<file path="src/rtl/onchip_memory_arbiter.sv">
// Two-master arbiter in front of a single-port on-chip memory.
// Define OCM_ARB_ROUND_ROBIN_EN for alternating arbitration; default is fixed m0 priority.
module onchip_memory_arbiter #(
   parameter  int ADDR_W = 11,
   parameter  int DATA_W = 32,
   localparam int BE_W   = DATA_W / 8
) (
   input  logic              clk,
   input  logic              reset,
   input  logic              reset_req,
   input  logic [ADDR_W-1:0] m0_address,
   input  logic [BE_W-1:0]   m0_byteenable,
   input  logic              m0_read,
   input  logic              m0_write,
   input  logic [DATA_W-1:0] m0_writedata,
   output logic              m0_waitrequest,
   output logic [DATA_W-1:0] m0_readdata,
   output logic              m0_readdatavalid,
   input  logic [ADDR_W-1:0] m1_address,
   input  logic [BE_W-1:0]   m1_byteenable,
   input  logic              m1_read,
   input  logic              m1_write,
   input  logic [DATA_W-1:0] m1_writedata,
   output logic              m1_waitrequest,
   output logic [DATA_W-1:0] m1_readdata,
   output logic              m1_readdatavalid,
   output logic [ADDR_W-1:0] mem_address,
   output logic [BE_W-1:0]   mem_byteenable,
   output logic [DATA_W-1:0] mem_writedata,
   output logic              mem_chipselect,
   output logic              mem_write,
   output logic              mem_clken,
   output logic              mem_reset_req,
   input  logic [DATA_W-1:0] mem_readdata
);

   typedef enum logic {IDLE, RD_RET} state_t;

   state_t            state, state_nxt;
   logic              rd_owner, rd_owner_nxt;
   logic              last_grant, last_grant_nxt;
   logic [ADDR_W-1:0] hold_address;
   logic [BE_W-1:0]   hold_byteenable;
   logic [DATA_W-1:0] hold_writedata;

   logic              act0, act1, allow, pick1;
   logic              gnt0, gnt1, granted;
   logic              sel_write, rd_issue, rd_valid;
   logic [ADDR_W-1:0] sel_address;
   logic [BE_W-1:0]   sel_byteenable;
   logic [DATA_W-1:0] sel_writedata;

   always_ff @(posedge clk) begin
      if (reset) begin
         state           <= IDLE;
         rd_owner        <= 1'b0;
         last_grant      <= 1'b1;
         hold_address    <= '0;
         hold_byteenable <= '0;
         hold_writedata  <= '0;
      end else begin
         state      <= state_nxt;
         rd_owner   <= rd_owner_nxt;
         last_grant <= last_grant_nxt;
         if (granted) begin
            hold_address    <= sel_address;
            hold_byteenable <= sel_byteenable;
            hold_writedata  <= sel_writedata;
         end
      end
   end

   always_comb begin
      act0  = m0_read | m0_write;
      act1  = m1_read | m1_write;
      allow = ~reset & ~reset_req;
`ifdef OCM_ARB_ROUND_ROBIN_EN
      pick1 = ~last_grant;
`else
      pick1 = 1'b0;
`endif
      // On contention pick1 selects m1, otherwise m0 takes the slot
      gnt0    = allow & act0 & ~(act1 & pick1);
      gnt1    = allow & act1 & ~(act0 & ~pick1);
      granted = gnt0 | gnt1;

      sel_write      = gnt1 ? m1_write      : m0_write;
      sel_address    = gnt1 ? m1_address    : m0_address;
      sel_byteenable = gnt1 ? m1_byteenable : m0_byteenable;
      sel_writedata  = gnt1 ? m1_writedata  : m0_writedata;

      rd_issue       = granted & ~sel_write;
      state_nxt      = rd_issue ? RD_RET : IDLE;
      rd_owner_nxt   = rd_issue ? gnt1 : rd_owner;
      last_grant_nxt = granted ? gnt1 : last_grant;

      // A synchronous reset in the return cycle drops the pending read
      rd_valid         = (state == RD_RET) & ~reset;
      m0_readdatavalid = rd_valid & ~rd_owner;
      m1_readdatavalid = rd_valid & rd_owner;
      m0_readdata      = m0_readdatavalid ? mem_readdata : '0;
      m1_readdata      = m1_readdatavalid ? mem_readdata : '0;

      m0_waitrequest = act0 & ~gnt0;
      m1_waitrequest = act1 & ~gnt1;

      mem_chipselect = granted;
      mem_write      = granted & sel_write;
      mem_address    = hold_address;
      mem_byteenable = hold_byteenable;
      mem_writedata  = hold_writedata;
      if (granted) begin
         mem_address    = sel_address;
         mem_byteenable = sel_byteenable;
         mem_writedata  = sel_writedata;
      end else if (reset) begin
         mem_address    = '0;
         mem_byteenable = '0;
         mem_writedata  = '0;
      end
      mem_clken     = 1'b1;
      mem_reset_req = reset_req;
   end

endmodule

</file>
<file path="config.mk">
export PLATFORM = sky130hd
export DESIGN_NAME = onchip_memory_arbiter
export DESIGN_NICKNAME = d
export VERILOG_FILES = /design/src/rtl/onchip_memory_arbiter.sv
export SDC_FILE = /design/constraint.sdc
export NUM_CORES = 1
export LEC_CHECK = 0
export ABC_AREA = 1
export CAP_MARGIN = 25
export CELL_PAD_IN_SITES_DETAIL_PLACEMENT = 0
export CELL_PAD_IN_SITES_GLOBAL_PLACEMENT = 1
export CORE_AREA = 5 5 132 134
export CTS_CLUSTER_DIAMETER = 80
export CTS_CLUSTER_SIZE = 12
export DETAILED_ROUTE_END_ITERATION = 10
export DIE_AREA = 0 0 137 139
export GPL_ROUTABILITY_DRIVEN = 0
export PLACE_DENSITY_LB_ADDON = 0.1
export SLEW_MARGIN = 20
export SYNTH_ARGS = -nofsm -noshare
export SYNTH_HDL_FRONTEND = slang
export SYNTH_SLANG_ARGS = --single-unit
export TNS_END_PERCENT = 5
</file>
<file path="constraint.sdc">
create_clock -name clk -period 1.75 [get_ports clk]
set_clock_uncertainty 0.05 [all_clocks]
set_input_delay 0.525 -clock clk [delete_from_list [all_inputs] [get_ports clk]]
set_output_delay 0.525 -clock clk [all_outputs]
set_load 0.03 [all_outputs]
</file>
==> results.cfg, run 1 <==
[run_status]
outcome = finished with violations
violations = negative setup slack

[cts]
clkTransAtPathRegs_ns = 0.06
clock_sinks = 49
cts_buffers = 5
hold_buffers = 0
clock_path_buffers = 2
cts_tree = built
clock_latency_ns = 0.29
h-tree-depth = 2
cts_root_buffer = clkbuf_16

[floorplanning]
row_count = 47
dieArea_sq_um = 19000
fp.dieW_microns = 137
die_h_microns = 139
core_sq_um = 16200
start_util_pct = 17.6
ios = 252

[yosys]
synth_edf_count = 0
ys_seq_area_share_pct = 34.4
yosys_warnings = 0
synth_cells = 443
yosysMostFrequentCell = nor2_1
synth_top_area_share_pct = 34.4
synth_area_leader_cell = dfxtp_1
netlist_top_cells_area = dfxtp_1 34%, nor2_1 15%, o21ai_0 14%
ys_ff_latch = 49
syn-num-nets = 576
async_reset_ff_share_pct = 0
yosys-top-cells-count = 117 x nor2_1, 80 x o21ai_0, 49 x dfxtp_1
synth_area_sq_um = 2850
synth-main-ff-cell = dfxtp_1
yosysUniqueCellTypes = 20
syn_area_per_cell_sq_um = 6.44

[min_path]
min_path_type = flip-flop to flip-flop
holdPathEnd = hold_writedata[31]
holdPathStages = 2
min-delay-start = hold_writedata[31]

[detailed_routing]
dr.pass1.iters = 4
detail-route-antenna-nets = 0
routedWlPerCell_microns = 15.7
vias = 4193
finalWirelength_mm = 15.3
dr.first_iter.drc_count = 94
routed_via_density = 4.30
route.detailed.drc = 0

[setup_path]
worstReg2RegStart = hold_address[9]
worst_setup_path_end_kind = output pin
r2r_end = hold_address[9]
cp.arrival_ns = 1.69
reg2regPathDepth = 2
startpoint_type = primary input
critical_path_class = primary input to output pin
reg2reg_slack_ns = 1.06
path_max_fanout = 5
required_ns = 1.17

[place]
place.detailed.instances = 949
portBuffers = 250
hpwl_mm = 11.4

[timing]
drv_slew = 0
tns_ns = -38.89
min_period_ns = 2.27
holdWs_ns = 0.446
setup_violations = 117
period_share_pct = 130
rsz0062_at_grt = yes
hold_viol_final = 0
setup_ws_ns = -0.518
max_freq_mhz = 441

[grt]
grt_pass1_vias = 4487
grt_overflow_total = 0
grt_usage_pct = 15.6
grt_max_degree = 26
grt_pass1_wl_mm = 23.5
grt_antenna_before_repair = 0

[run]
cap_violations = 0

[layout]
fill_cells = 1511
register_area_sq_um = 983
antenna_cells = 0
final_cells = 974
multi_input_area_sq_um = 2780
nets = 886
areaGrowthSynthToFinish_pct = 186
drive_gt1_share_pct = 56.5

[power_and_ir_drop]
power_density_nw_per_um2 = 482
leakagePower_nw = 3.25
p_total_mw = 3.93
peakVddDrop_v = 0.000393
## metrics by stage
step / cell area, sq um / utilization [%] / setup slack (ns)
floorplan: 3730 / - / -0.257
global placement: 6730 / 41.6 / -0.964
detailed placement: 6730 / 41.6 / -0.975
CTS: 7930 / 49.0 / -0.583
global route: 8160 / 50.4 / -0.573
finish: 8160 / 50.4 / -0.518
## power breakdown
| group | total (mW) | switching (mW) | internal, mW |
|---|---|---|---|
| Clock | 1.02 | 0.447 | 0.577 |
| Combinational | 1.66 | 0.818 | 0.839 |
| Sequential | 1.25 | 0.0351 | 1.21 |
| Total | 3.93 | 1.30 | 2.63 |
## state kept, by name (all words and copies together), names as in the netlist
register,flops
state,1
hold_writedata,32
hold_byteenable,4
hold_address,11
rd_owner,1
## worst max-delay path, stage by stage
cell,delay (ns)
buf_4,0.13
nor2_4,0.16
inv_2,0.07
nand3_4,0.15
buf_12,0.15
buf_16,0.14
nor2_4,0.05
o21ai_4,0.16
buf_6,0.15
## cell type report
type,count,share of cell area (%)
multi-input cells,320,34.1
clock inverters,2,0.215
inverters,41,2.10
repair buffers,336,46.4
well taps,220,3.38
clock buffers,6,1.70
flip-flops and latches,49,12.1
## logic make-up after synthesis
logic type	after synthesis	synth area share (%)
flip-flops	49	34.4
other	1	0.131
AND/OR/NAND/NOR	176	26.3
AO/OA/AOI/OAI	143	27.6
buffers and inverters	74	11.6
## how the worst max path moves through the flow
stage / from / endpoint / cells after the start
2_1_floorplan: reset / m1_readdata[10] / 4
3_3_place_gp: m1_read / mem_address[8] / 8
3_5_place_dp: reset_req / mem_writedata[30] / 7
4_1_cts: reset / mem_byteenable[3] / 9
5_1_grt: m1_read / mem_address[8] / 9
6_report: m1_read / mem_address[8] / 9
## per-layer routing
metal / wire, microns / vias to the layer above / global-route usage (%)
met2: 7900 / 148 / 28.5
li1: - / 2103 / -
met3: 1060 / 14 / 3.27
met1: 6120 / 1928 / 18.2
met4: 247 / 0 / 4.31
met5: 0 / - / 0
## cells in the final DEF, fill, tap and decap left out, types with 30 or more instances in the layout
cell and count:
buf_12 31, buf_4 54, o21ai_1 36, dfxtp_1 47, o21ai_0 30, clkdlybuf4s50_1 126
o21ai_2 47, nor2_4 76, buf_6 117, inv_1 34
## repair_timing
action / in CTS / in global routing
endpoints found under the hold margin: 0 / 0
gates resized for setup: 233 / 71
cloned: 8 / 1
pin swaps: 19 / 26
endpoints found under the setup margin: 166 / 117
setup buffers: 8 / 4
No activity file was read; power rests on OpenSTA's default activity.
==> run 2, diff against run 1 <==
--- a/config.mk
+++ b/config.mk
@@ -16,7 +16,7 @@
 export DIE_AREA = 0 0 137 139
 export GPL_ROUTABILITY_DRIVEN = 0
 export PLACE_DENSITY_LB_ADDON = 0.1
-export SLEW_MARGIN = 20
+export SLEW_MARGIN = 0
 export SYNTH_ARGS = -nofsm -noshare
 export SYNTH_HDL_FRONTEND = slang
 export SYNTH_SLANG_ARGS = --single-unit
==> results of run 2 <==
The final DEF is identical to that of run 1; final timing and power are the same.
==> run 3, diff against run 2 <==
--- a/config.mk
+++ b/config.mk
@@ -11,7 +11,6 @@
 export CELL_PAD_IN_SITES_GLOBAL_PLACEMENT = 1
 export CORE_AREA = 5 5 132 134
 export CTS_CLUSTER_DIAMETER = 80
-export CTS_CLUSTER_SIZE = 12
 export DETAILED_ROUTE_END_ITERATION = 10
 export DIE_AREA = 0 0 137 139
 export GPL_ROUTABILITY_DRIVEN = 0
==> results of run 3 <==
The final DEF is identical to that of run 1; final timing and power are the same.
